### src/rtl/bcu_pkg.sv
// Shared definitions for the branch control unit: opcode encoding, flag bit
// positions and instruction size.
package bcu_pkg;

  typedef enum logic [3:0] {
    OpJge  = 4'b1001,
    OpJlt  = 4'b1010,
    OpRet  = 4'b1011,
    OpJmp  = 4'b1100,
    OpJeq  = 4'b1101,
    OpJne  = 4'b1110,
    OpCall = 4'b1111
  } opcode_e;

  // Bit positions inside the {N,Z,C,V} flag vector
  localparam int unsigned FLAG_N = 3;
  localparam int unsigned FLAG_Z = 2;
  localparam int unsigned FLAG_C = 1;
  localparam int unsigned FLAG_V = 0;

  localparam int unsigned INSTR_BYTES = 4;

  // Signed less-than from a completed compare: N differs from V
  function automatic logic flags_lt(input logic [3:0] flags);
    return flags[FLAG_N] ^ flags[FLAG_V];
  endfunction

endpackage

### src/rtl/en_reg.sv
// Enabled register with synchronous active-high reset. Reset wins over enable.
module en_reg #(
  parameter int unsigned     WIDTH     = 1,
  parameter logic [WIDTH-1:0] RESET_VAL = '0
) (
  input  logic             clk,
  input  logic             reset,
  input  logic             en,
  input  logic [WIDTH-1:0] d,
  output logic [WIDTH-1:0] q
);

  // State update: reset first, then load when enabled
  always_ff @(posedge clk) begin
    if (reset) begin
      q <= RESET_VAL;
    end else if (en) begin
      q <= d;
    end
  end

endmodule

### src/rtl/return_stack.sv
// Circular return-address stack. A push while full overwrites the oldest
// entry (the write pointer has wrapped onto it) and the count saturates.
// A pop while empty is ignored. Only pointer and count are reset.
module return_stack #(
  parameter int unsigned WIDTH = 32,
  parameter int unsigned DEPTH = 4
) (
  input  logic             clk,
  input  logic             reset,
  input  logic             push,
  input  logic             pop,
  input  logic [WIDTH-1:0] push_data,
  output logic [WIDTH-1:0] data,
  output logic             full,
  output logic             empty
);

  localparam int unsigned PTR_W = (DEPTH > 1) ? $clog2(DEPTH) : 1;
  localparam int unsigned CNT_W = $clog2(DEPTH + 1);

  if (DEPTH < 2 || (DEPTH & (DEPTH - 1)) != 0) begin : gen_bad_depth
    $error("return_stack: DEPTH must be a power of two and at least 2");
  end

  logic [PTR_W-1:0] ptr_q, ptr_d;
  logic [CNT_W-1:0] cnt_q, cnt_d;
  logic [WIDTH-1:0] mem_q [DEPTH];
  logic [DEPTH-1:0] wr_en;

  assign full  = (cnt_q == CNT_W'(DEPTH));
  assign empty = (cnt_q == '0);
  // Top of stack sits just below the write pointer
  assign data  = mem_q[ptr_q - PTR_W'(1)];

  // Pointer/count next state; push has priority, empty pops are dropped
  always_comb begin
    ptr_d = ptr_q;
    cnt_d = cnt_q;
    if (push) begin
      ptr_d = ptr_q + PTR_W'(1);
      if (!full) begin
        cnt_d = cnt_q + CNT_W'(1);
      end
    end else if (pop && !empty) begin
      ptr_d = ptr_q - PTR_W'(1);
      cnt_d = cnt_q - CNT_W'(1);
    end
  end

  // Per-entry write enables decoded from the write pointer
  always_comb begin
    wr_en = '0;
    for (int i = 0; i < DEPTH; i++) begin
      wr_en[i] = push && (ptr_q == PTR_W'(i));
    end
  end

  en_reg #(.WIDTH(PTR_W)) u_ptr (
    .clk  (clk),
    .reset(reset),
    .en   (1'b1),
    .d    (ptr_d),
    .q    (ptr_q)
  );

  en_reg #(.WIDTH(CNT_W)) u_cnt (
    .clk  (clk),
    .reset(reset),
    .en   (1'b1),
    .d    (cnt_d),
    .q    (cnt_q)
  );

  for (genvar i = 0; i < DEPTH; i++) begin : gen_entry
    // Entry contents are never reset
    en_reg #(.WIDTH(WIDTH)) u_entry (
      .clk  (clk),
      .reset(1'b0),
      .en   (wr_en[i]),
      .d    (push_data),
      .q    (mem_q[i])
    );
  end

endmodule

### src/rtl/branch_control_unit.sv
// Branch control unit: registered PC with conditional jumps, call/return via
// a return-address stack, and a flag register fed from the ALU.
// Build option BCU_RELATIVE_BRANCH_EN: when defined, branch targets are
// PC-relative word offsets; otherwise Imm is an absolute byte address.
module branch_control_unit
  import bcu_pkg::*;
#(
  parameter int unsigned      PC_W      = 32,
  parameter int unsigned      IMM_W     = 18,
  parameter int unsigned      RAS_DEPTH = 4,
  parameter logic [PC_W-1:0]  RESET_PC  = '0
) (
  input  logic             clk,
  input  logic             reset,
  input  logic             start,
  input  logic             stall,
  input  logic             valid,
  input  logic [3:0]       Id,
  input  logic [IMM_W-1:0] Imm,
  input  logic             FlagsWrite,
  input  logic [3:0]       ALUFlags,
  output logic [PC_W-1:0]  PCNext,
  output logic [3:0]       Flags,
  output logic             FlagZero,
  output logic             taken,
  output logic             ras_ovf,
  output logic             ras_udf
);

  if (IMM_W > PC_W) begin : gen_bad_imm
    $error("branch_control_unit: IMM_W must not exceed PC_W");
  end

  logic [PC_W-1:0] pc_q, pc_d;
  logic [PC_W-1:0] seq_pc, target;
  logic [PC_W-1:0] ras_data;
  logic [3:0]      flags_q;
  logic            taken_q, taken_d;
  logic            ovf_q, ovf_d;
  logic            udf_q, udf_d;
  logic            advance, jump;
  logic            push, pop;
  logic            ras_full, ras_empty;

  // Reset also blocks advance so nothing is pushed or popped that cycle
  assign advance = start && !stall && !reset;
  assign seq_pc  = pc_q + PC_W'(INSTR_BYTES);

`ifdef BCU_RELATIVE_BRANCH_EN
  assign target = pc_q + (PC_W'($signed(Imm)) << 2);
`else
  assign target = PC_W'(Imm);
`endif

  // Next PC, stack control and sticky error flags; conditions use registered flags
  always_comb begin
    pc_d    = pc_q;
    taken_d = 1'b0;
    ovf_d   = ovf_q;
    udf_d   = udf_q;
    push    = 1'b0;
    pop     = 1'b0;
    jump    = 1'b0;
    if (advance) begin
      pc_d = seq_pc;
      if (valid) begin
        case (Id)
          OpJmp: jump = 1'b1;
          OpJeq: jump = flags_q[FLAG_Z];
          OpJne: jump = !flags_q[FLAG_Z];
          OpJlt: jump = flags_lt(flags_q);
          OpJge: jump = !flags_lt(flags_q);
          OpCall: begin
            jump = 1'b1;
            push = 1'b1;
            if (ras_full) begin
              ovf_d = 1'b1;
            end
          end
          OpRet: begin
            if (ras_empty) begin
              udf_d = 1'b1;
            end else begin
              pop     = 1'b1;
              pc_d    = ras_data;
              taken_d = 1'b1;
            end
          end
          default: jump = 1'b0;
        endcase
        if (jump) begin
          pc_d    = target;
          taken_d = 1'b1;
        end
      end
    end
  end

  en_reg #(.WIDTH(PC_W), .RESET_VAL(RESET_PC)) u_pc (
    .clk  (clk),
    .reset(reset),
    .en   (1'b1),
    .d    (pc_d),
    .q    (pc_q)
  );

  en_reg #(.WIDTH(4)) u_flags (
    .clk  (clk),
    .reset(reset),
    .en   (FlagsWrite),
    .d    (ALUFlags),
    .q    (flags_q)
  );

  en_reg #(.WIDTH(3)) u_status (
    .clk  (clk),
    .reset(reset),
    .en   (1'b1),
    .d    ({taken_d, ovf_d, udf_d}),
    .q    ({taken_q, ovf_q, udf_q})
  );

  return_stack #(.WIDTH(PC_W), .DEPTH(RAS_DEPTH)) u_ras (
    .clk      (clk),
    .reset    (reset),
    .push     (push),
    .pop      (pop),
    .push_data(seq_pc),
    .data     (ras_data),
    .full     (ras_full),
    .empty    (ras_empty)
  );

  assign PCNext   = pc_q;
  assign Flags    = flags_q;
  assign FlagZero = flags_q[FLAG_Z];
  assign taken    = taken_q;
  assign ras_ovf  = ovf_q;
  assign ras_udf  = udf_q;

endmodule

### config.mk
export PLATFORM = sky130hd
export DESIGN_NAME = branch_control_unit
export DESIGN_NICKNAME = d
export VERILOG_FILES = /design/src/rtl/bcu_pkg.sv /design/src/rtl/en_reg.sv /design/src/rtl/return_stack.sv /design/src/rtl/branch_control_unit.sv
export SDC_FILE = /design/constraint.sdc
export NUM_CORES = 1
export LEC_CHECK = 0
export CAP_MARGIN = 20
export CORE_MARGIN = 2
export CORE_UTILIZATION = 45
export CTS_CLUSTER_DIAMETER = 60
export DETAILED_ROUTE_END_ITERATION = 8
export PLACE_DENSITY_LB_ADDON = 0.08
export SLEW_MARGIN = 20
export SYNTH_ARGS = -nofsm -noshare
export SYNTH_HDL_FRONTEND = slang
export SYNTH_SLANG_ARGS = --single-unit
export TNS_END_PERCENT = 1
### constraint.sdc
create_clock -name clk -period 5.47 [get_ports clk]
set_input_delay 0.547 -clock clk [delete_from_list [all_inputs] [get_ports clk]]
set_output_delay 0.547 -clock clk [all_outputs]
set_load 0.005 [all_outputs]
* Word-level counts from Yosys, hierarchy flattened
Index checks and enable logic that the tools add are counted.
** Storage, ports and cells
- Bits in registers :: 172
- Word-level logic and storage cells :: 76
** Cells by class
- Add/subtract/negate cells :: 5
- Order comparisons :: 1
- Eq/ne operators :: 12
- Multiplexer cells :: 23
- Bitwise gates (word level) :: 4
- Reductions and logical operators :: 20
** Operators by type and width (count)
- two-way mux 32 bit :: 6
- binary-select mux 32 bit (select 2 bit) :: 1
- adder 32 x 3 -> 32 bit, second input constant :: 1
- == test 4 bit, second input constant :: 7
- two-way mux 1 bit :: 10
- two-way mux 3 bit :: 3
- AND reduction 4 bit :: 2
- logical AND 1 bit :: 7
- zero test 1 bit :: 5
- one-hot mux 1 bit (5 select lines) :: 1
- == test 2 bit, second input constant :: 2
- two-way mux 2 bit :: 2
- adder 3 x 1 -> 3 bit, second input constant :: 1
- == test 3 bit, second input constant :: 1
- >= comparator 3 bit, second input constant :: 1
- zero test 3 bit :: 1
- inverter 2 -> 3 bit :: 1
- OR reduction 3 bit :: 1
- subtractor 3 x 1 -> 3 bit, second input constant :: 1
- adder 2 x 1 -> 2 bit, second input constant :: 1
- == test 2 x 1 -> 1 bit, second input constant :: 1
- zero test 2 bit :: 1
- inequality test 2 bit, second input constant :: 1
- inverter 1 bit :: 2
- 5 further kinds :: 5

* Logic depth before layout (Yosys ltp)
Gate-level depths: netlist of run 1.
- Word-level depth :: 9
- Mapped depth :: 10

* Cells and area by module
Synthesis of run 1 repeated with hierarchy kept, for this count alone.
** Unflattened totals
- Cells, all modules :: 940
- Area, all modules :: 9258.9 um2
** By module, submodules not included
- en_reg at u_pc ... :: instances 5, cells each 103, area an instance 1163.6 um2
- branch_control_unit :: instances 1, cells each 302, area an instance 1888.1 um2
- return_stack :: instances 1, cells each 86, area an instance 1142.3 um2
- en_reg at u_ras.u_cnt ... :: instances 2, cells each 9, area an instance 101.3 um2
- en_reg at u_flags :: instances 1, cells each 13, area an instance 140.1 um2
- en_reg at u_ras.u_ptr :: instances 1, cells each 6, area an instance 67.6 um2

* Worst setup path after synthesis of run 1
OpenSTA, ideal clock, no wires.
- Kind :: input -> register
- Start point :: input reset
- End point :: register u_ras.gen_entry[0].u_entry.q[0], enable pin
- Setup time :: 0.392 ns
- Data arrival time :: 2.534 ns
- Path slack :: 2.543 ns
- Stages on the path :: 5
- Path buffers :: 2
- Cell sequence :: clkbuf_1 > or3b_1 > buf_2 > nor2_1 > and3_1
** Between the ends
- Cells in the longest elaborated chain, start to end :: 4
** RTL lines
- from (decl) :: RTL line branch_control_unit.sv:14 : input logic reset,
- zero test 1 bit :: RTL line branch_control_unit.sv:46 : assign advance = start && !stall && !reset;
- logical AND 1 bit :: RTL line branch_control_unit.sv:46
- two-way mux 1 bit :: RTL line branch_control_unit.sv:64 : if (advance) begin
- logical AND 1 bit :: RTL line return_stack.sv:54 : wr_en[i] = push && (ptr_q == PTR_W'(i));
- via u_ras.gen_entry[0].u_entry.en :: RTL line en_reg.sv:8 : input logic en,
- to (signal assigned) :: RTL line en_reg.sv:16 : q <= RESET_VAL;
- to (signal assigned) :: RTL line en_reg.sv:18 : q <= d;
- to (decl) :: RTL line en_reg.sv:10 : output logic [WIDTH-1:0] q
The timed path passes the listed nets, and every way through them passes these cells.
A chain may end at the register's enable or synchronous reset.

* Worst setup path after layout of run 1
- Start point :: input reset
- End point :: register u_ras.gen_entry[0].u_entry.q[26], enable pin
The elaborated chain is that of the path after synthesis.

==> results.cfg, run 1 <==
[outcome]
status = complete, no violations

[synth]
synth.top_cells.by_count = edfxtp_1, dfxtp_1, nand2_1
ys.flop_type = edfxtp_1
synth_top_area_share_pct = 49.6
syn_avg_cell_area_um2 = 13.7
yosysTopAreaCell = edfxtp_1
synth-edff-count = 128
yosysMostFrequentCell = edfxtp_1
yosysWarnings = 0
syn_nets = 603
yosys.cell_types.count = 66
synth.area.top_cells = edfxtp_1, dfxtp_1, mux4_2
syn_inst = 565
synthArstFlopShare_pct = 0
netlist_area_um2 = 7760
ys_ff_latch = 172
ys_seq_area_share_pct = 60.9

[global_routing]
grt_pass1_wl_mm = 29.3
grt_antenna_before_repair = 0
grt_overflow = 0
grtUsageTotal_pct = 21.7
grt_pass1_vias = 5071
grt_max_degree = 37

[routing]
vias = 5107
routed_via_density = 5.92
finalWirelength_mm = 19.1
drt_drc_violations_left = 0
routedWlPerCell_um = 22.1
postRouteAntennaNets = 0
dr.first_iter.drc_count = 325
drtPass1Iterations = 5

[cts]
clkLatencyLatePin_ns = 0.43
htree_levels = 4
cts_buffers = 17
cts_tree = built
cts_root_buffer = clkbuf_16
cts_resized = 0
cts_setup_buffers = 0
clk_path_buf_depth = 2
cts_hold_buffers = 0
clk_pin_slew_ns = 0.06
cts_sinks = 172

[flow_run]
drv_cap = 0

[finish]
fillers = 1427
drive_gt1_share_pct = 14.1
areaGrowthSynthToFinish_pct = 19.1
fin_util_pct = 54.1
nNetsFinal = 663
n_antenna_cell = 0

[timing]
rsz0062_at_grt = false
max_slew.worst_pin.slew_ns = 1.06
period_share_pct = 61.7
finalHoldViolations = 0
whs_ns = 0.478
fin_crit_ns = 3.37
slew_viol_final = 0
fmax_mhz = 296
finalSetupViolCount = 0
fin_skew_ns = 0.0148
setup_ws_ns = 2.10
tns_ns = 0
max-slew-margin-rel_pct = 28.8

[placed_design]
dp_hpwl_mm = 12.2
place_ws_ns = 1.67
gp_congestion = 0.837
io_buffer_count = 71

[setup_path]
worst-path-max-fanout = 19
crit_required_ns = 5.60
cp_top_family = simple AND/OR/NAND/NOR gates
cp_slowest_cell = and3_1
worst-path-buf-inv = 3
start_kind = primary input
crit_chain = clkdlybuf4s50_1, buf_4, or3b_1, nor2_1, and3_1, buf_12
path_depth = 6
rr_worst_depth = 6
endpoint_kind = flop
worstPathArrival_ns = 3.50
crit_path_max_incr_delay_ns = 0.91
worstSetupPathType = primary input to flop

[die]
num_rows = 48
core_area_um2 = 17100
io_pins = 72
initial_utilization_pct = 45.5
die_y_um = 135
die_w_um = 135
die-area_um2 = 18300

[worst_hold_path]
hold_depth = 2
hold_class = flop to flop

[power_and_ir_drop]
p_leak_uw = 0.00304
peakVddDrop_uv = 245
p_per_area_nw_per_um2 = 294
total_power_uw = 2710
worst paths after layout:
path / slack (ns) / start / endpoint
max: 2.10 / reset / u_ras.gen_entry[0].u_entry.q[26]
min: 0.48 / u_status.q[1] / u_status.q[1]
max reg2reg: 2.58 / u_pc.q[2] / u_ras.gen_entry[0].u_entry.q[24]
min reg2reg: 0.48 / u_status.q[1] / u_status.q[1]
worst register-to-register path, cell delays in order (launching register included):
cell and delay (ns):
dfxtp_1 0.53, ha_1 0.31, and3_1 0.31, nand4_1 0.57, or2_2 0.57, nor2_1 0.12, xor2_1 0.28
stage by stage:
step                      instance area [um^2]  cells
after floorplan                           7760    565
after global placement                    8660    831
after detailed placement                  8660    831
after CTS                                 9240    863
after global routing                      9240    863
final                                     9240    863
registers in the layout (all words and copies together) (netlist names):
signal,count
u_status.q,3
u_ras.u_ptr.q,2
u_flags.q,4
u_ras.u_cnt.q,3
u_pc.q,32
u_ras.gen_entry.u_entry.q,128
power by group:
group / leakage (uW) / switching (uW) / internal, uW
combinational: 0.00118 / 62.8 / 56.5
sequential: 0.00158 / 12.3 / 1400
clock: 0.000285 / 488 / 694
total: 0.00304 / 563 / 2150
logic make-up after synthesis:
| logic type | Yosys count | synth area share (%) |
|---|---|---|
| XOR/XNOR | 27 | 3.05 |
| flip-flops | 172 | 60.9 |
| AND/OR/NAND/NOR | 160 | 10.7 |
| buffers and inverters | 58 | 3.73 |
| multiplexers | 40 | 10.4 |
| adder cells (fa/ha/maj) | 6 | 1.06 |
| AO/OA/AOI/OAI | 102 | 10.1 |
final cells by class:
class | count | area (um^2) | share of cell area [%]
clock buffer | 21 | 460 | 4.99
timing repair buffer | 82 | 831 | 9.00
clock inverter | 11 | 118 | 1.27
inverter | 17 | 63.8 | 0.691
sequential | 172 | 4730 | 51.2
tap | 225 | 282 | 3.05
multi-input combinational | 335 | 2760 | 29.8
placed cells by master, fill, tap and decap left out, types with 12 or more instances in the layout:
cell | netlist | layout
nor2_1 | 29 | 29
nor3_1 | 22 | 22
inv_1 | 17 | 17
clkdlybuf4s50_1 | 0 | 71
nand4_1 | 14 | 14
clkbuf_16 | 0 | 17
nand3_1 | 14 | 14
edfxtp_1 | 128 | 128
nand2_1 | 35 | 35
xnor2_1 | 17 | 17
mux4_2 | 30 | 30
dfxtp_1 | 44 | 43
o21ai_0 | 12 | 12
metal layers:
layer	wire (um)	GRT usage (%)	vias to the layer above
met3	913	4.41	22
met4	299	6.83	0
met2	9460	36.0	132
met5	0	0	-
li1	-	-	2348
met1	8400	28.8	2605
Power figures use the tool's default switching activity.
==> inputs of run 2 (changes only) <==
Clock period 5.47 ns to 2.75 ns, I/O delays scaled along.
==> results.cfg, run 2 (same netlist as run 1, synthesis figures left out) <==
[routing]
finalWirelength_mm = 19.4
dr.first_iter.drc_count = 468
postRouteAntennaNets = 0
drtPass1Iterations = 5
vias = 5232
drt_drc_violations_left = 0
routedWlPerCell_um = 21.8
routed_via_density = 5.87

[finish]
nNetsFinal = 691
n_antenna_cell = 0
fillers = 1438
areaGrowthSynthToFinish_pct = 22.4
layout_common_cells = edfxtp_1, clkdlybuf4s50_1, dfxtp_1
multiInputGateArea_um2 = 2760
final_common_cell = edfxtp_1
regArea_um2 = 4730
stdcell_count = 891
drive_gt1_share_pct = 18.2
largest_register_ffs = 128
reg_top3 = u_ras.gen_entry.u_entry.q x128, u_pc.q x32, u_flags.q x4
top_register = u_ras.gen_entry.u_entry.q

[placed_design]
io_buffer_count = 71
dp_cells = 857
gp_congestion = 0.833
dp_hpwl_mm = 12.4

[cts]
cts_sinks = 172
clk_pin_slew_ns = 0.07
cts_buffers = 17
clkLatencyLatePin_ns = 0.44
clk_path_buf_depth = 2
cts_tree = built
cts_root_buffer = clkbuf_16
htree_levels = 4
cts_hold_buffers = 0

[setup_path]
start_kind = flop
worst-path-max-fanout = 8
crit_path_max_incr_delay_ns = 0.50
crit_chain = ha_1, and3_1, nand4_1, buf_4, nor2_1, and3_1, xor2_1
cp_slowest_cell = dfxtp_1
worstPathArrival_ns = 2.62
crit_required_ns = 2.96
worstSetupPathType = flop to flop
crit_path_frequent_cell = and3_1
endpoint_kind = flop

[power_and_ir_drop]
p_leak_uw = 0.00319
peakVddDrop_uv = 535
p_per_area_nw_per_um2 = 574

[timing]
max_slew.worst_pin.slew_ns = 0.739
tns_ns = 0
period_share_pct = 87.7
rsz0062_at_grt = false
slew_viol_final = 0
finalSetupViolCount = 0
fin_crit_ns = 2.41
max-slew-margin-rel_pct = 50.3
fin_skew_ns = 0.0149
fmax_mhz = 414
finalHoldViolations = 0

[outcome]
status = complete, no violations

[die]
die_w_um = 135
core_area_um2 = 17100
io_pins = 72
die_y_um = 135
die-area_um2 = 18300
num_rows = 48
initial_utilization_pct = 45.5

[global_routing]
grt_overflow = 0
grt_max_degree = 38
grt_antenna_before_repair = 0
grtUsageTotal_pct = 22.3
grt_pass1_wl_mm = 30.4
grt_pass1_vias = 5365

[worst_hold_path]
hold_class = primary input to flop

[flow_run]
drv_cap = 0
==> run 2: cell count changes in the layout (fill, tap and decap cells not counted), moves of 2 or more <==
| cell | delta |
|---|---|
| buf_12 | +3 |
| buf_4 | +25 |
| clkbuf_1 | -2 |
| clkinv_2 | -3 |
| inv_6 | +2 |
| inv_8 | +3 |
==> run 2: worst max-delay path, delay by kind of cell, from the launching register on <==
family / cells / cell delay (ns)
buffers and inverters: 1 / 0.20
and+or+nand+nor: 4 / 0.87
xor gates and xnor gates: 1 / 0.32
adders and majority gates: 1 / 0.30
DFF: 1 / 0.50
==> run 2: cell type report <==
class | count | share of cell area [%]
clock buffer | 18 | 4.62
inverter | 17 | 0.672
clock inverter | 14 | 1.61
timing repair buffer | 110 | 11.4
multi-input combinational | 335 | 29.0
sequential | 172 | 49.8
tap | 225 | 2.96
==> run 2: timing repair <==
action                                  CTS  global route
setup buffers                             0             2
endpoints found under the hold margin     0             0
resized for setup                         0             0
endpoints found under the setup margin    0             9
==> run 2: per-layer routing <==
layer / share of wire, % / GRT usage (%) / vias up
li1: - / - / 2407
met1: 44 / 29.6 / 2662
met2: 49 / 36.5 / 134
met3: 4.8 / 5.01 / 29
met4: 1.8 / 7.87 / 0
met5: 0 / 0 / -
==> run 2: power by group <==
group	internal (uW)	leakage, uW	switching, uW
logic	126	0.00132	135
registers	2780	0.00158	18.2
clock network	1310	0.000286	1090
total	4210	0.00319	1240
==> run 2: worst paths after layout <==
| check | startpoint | to | slack, ns | cells past startpoint |
|---|---|---|---|---|
| worst min register to register | u_status.q[0] | u_status.q[0] | 0.49 | 2 |
| worst min-delay path | ALUFlags[1] | u_flags.q[1] | 0.46 | 3 |
| worst max-delay path | u_pc.q[2] | u_ras.gen_entry[2].u_entry.q[28] | 0.34 | 7 |
| worst max register to register | u_pc.q[2] | u_ras.gen_entry[2].u_entry.q[28] | 0.34 | 7 |
==> run 2: per-stage QoR <==
step	util (%)	total power [uW]	instance area (um^2)	setup slack, ns	hold slack (ns)
6_report	55.7	5450	9500	0.337	0.465
5_1_grt	55.7	5630	9500	0.197	0.456
4_1_cts	55.6	5510	9480	0.0989	0.443
3_5_place_dp	52.1	3110	8890	0.169	0.465
3_3_place_gp	52.1	3110	8890	0.210	0.452
2_1_floorplan	-	2980	7760	0.0915	0.422
==> inputs of run 3 (changes only) <==
Settings changed: DONT_BUFFER_PORTS from default to 1.
==> results.cfg, run 3 (same netlist as run 1, synthesis figures left out) <==
[outcome]
status = complete, no violations

[cts]
cts_root_buffer = clkbuf_16
htree_levels = 4
clk_path_buf_depth = 2
cts_buffers = 17
cts_tree = built
clk_pin_slew_ns = 0.07
cts_sinks = 172
clkLatencyLatePin_ns = 0.43
cts_resized = 0

[placed_design]
io_buffer_count = 0
dp_hpwl_mm = 12.1
place_ws_ns = 0.403
gp_congestion = 0.831
post_dp_cell_area_um2 = 8120

[setup_path]
crit_chain = and4_1, nand4_1, nor4_1, xnor2_1
crit_path_max_incr_delay_ns = 0.71
start_kind = flop
endpoint_kind = flop
worst-path-max-fanout = 7
worstPathArrival_ns = 2.54
worstSetupPathType = flop to flop
cp_slowest_cell = nor4_1
crit_required_ns = 2.87

[routing]
routedWlPerCell_um = 23.2
dr.first_iter.drc_count = 317
routed_via_density = 6.05
drtPass1Iterations = 5
drt_drc_violations_left = 0
postRouteAntennaNets = 0
vias = 4951
finalWirelength_mm = 19.0

[global_routing]
use_met1_pct = 28.3
grt_pass1_wl_mm = 29.6
use_met3_pct = 6.02
grt-busiest-layer = met2
met2_usage_pct = 35.7
grt_pass1_vias = 4954
grt_overflow = 0
grtUsageTotal_pct = 21.9
grt_max_degree = 37
grt_antenna_before_repair = 0

[finish]
drive_gt1_share_pct = 18.9
largest_register_ffs = 128
layout_common_cells = edfxtp_1, dfxtp_1, nand2_1
nNetsFinal = 619
reg_top3 = u_ras.gen_entry.u_entry.q x128, u_pc.q x32, u_flags.q x4
n_antenna_cell = 0
areaGrowthSynthToFinish_pct = 13.1
top_register = u_ras.gen_entry.u_entry.q
final_common_cell = edfxtp_1
stdcell_area_um2 = 8780

[die]
die_y_um = 135
initial_utilization_pct = 45.5
die-area_um2 = 18300
num_rows = 48
core_area_um2 = 17100
die_w_um = 135
io_pins = 72

[timing]
tns_ns = 0
fmax_mhz = 414
fin_skew_ns = 0.0129
slew_viol_final = 0
rsz0062_at_grt = false
setup_ws_ns = 0.332
period_share_pct = 87.9
finalSetupViolCount = 0
max-slew-margin-rel_pct = 36.3
max_slew.worst_pin.slew_ns = 0.955
fin_crit_ns = 2.42
finalHoldViolations = 0

[flow_run]
drv_cap = 0

[worst_hold_path]
hold_class = primary input to flop

[power_and_ir_drop]
p_leak_uw = 0.00292
total_power_uw = 5360
peakVddDrop_uv = 453
p_per_area_nw_per_um2 = 611
run 3: changes by cell type in the layout (fill, tap and decap cells not counted), sizes merged:
| cell | previous run | this run |
|---|---|---|
| inv | 23 | 24 |
| buf | 39 | 31 |
| clkinv | 5 | 4 |
| clkdlybuf4s50 | 71 | 0 |
| clkbuf | 18 | 17 |
| bufinv | 1 | 2 |
| dlygate4sd3 | 0 | 7 |
run 3: cell type report:
type                       count  area [um^2]
clock buffer                  17          425
sequential                   172         4730
clock inverter                15          159
inverter                      17         63.8
multi-input combinational    335         2760
tap                          225          282
timing repair buffer          38          365
fill                        1458         8280
run 3: critical path: cells and delay by family, from the launching register on:
| family | cells | cell delay [ns] |
|---|---|---|
| flip-flops | 1 | 0.46 |
| AND/OR/NAND/NOR | 3 | 1.42 |
| XOR/XNOR | 1 | 0.24 |
run 3: timing repair:
item / 4_1_cts / 5_1_grt
buffers inserted: 0 / 0
hold endpoints to repair: 13 / 0
setup endpoints to repair: 0 / 0
hold buffers: 7 / 0
run 3: worst paths after layout:
check / slack (ns) / depth (start not counted) / from / endpoint
max: 0.33 / 4 / u_pc.q[3] / u_ras.gen_entry[2].u_entry.q[29]
min: 0.01 / 2 / ALUFlags[0] / u_flags.q[0]
max reg2reg: 0.33 / 4 / u_pc.q[3] / u_ras.gen_entry[2].u_entry.q[29]
min reg2reg: 0.51 / 2 / u_status.q[0] / u_status.q[0]
run 3: routing by layer:
layer | vias to the layer above | wire, um | share of wire, %
met5 | - | 0 | 0
met4 | 0 | 299 | 1.6
met3 | 23 | 1090 | 5.8
met2 | 123 | 9400 | 50
met1 | 2547 | 8180 | 43
li1 | 2258 | - | -
run 3: where the power goes:
part	internal, uW	switching [uW]
clock	1350	1030
combinational	68.9	112
sequential	2780	17.9
total	4200	1160
run 3: stage by stage:
step | util, % | cells | hold WS [ns]
5_1_grt | 51.5 | 819 | 0.00920
3_3_place_gp | 47.6 | 780 | 0.345
3_5_place_dp | 47.6 | 780 | 0.348
2_1_floorplan | - | 565 | 0.422
6_report | 51.5 | 819 | 0.0111
4_1_cts | 51.5 | 819 | 0.000244
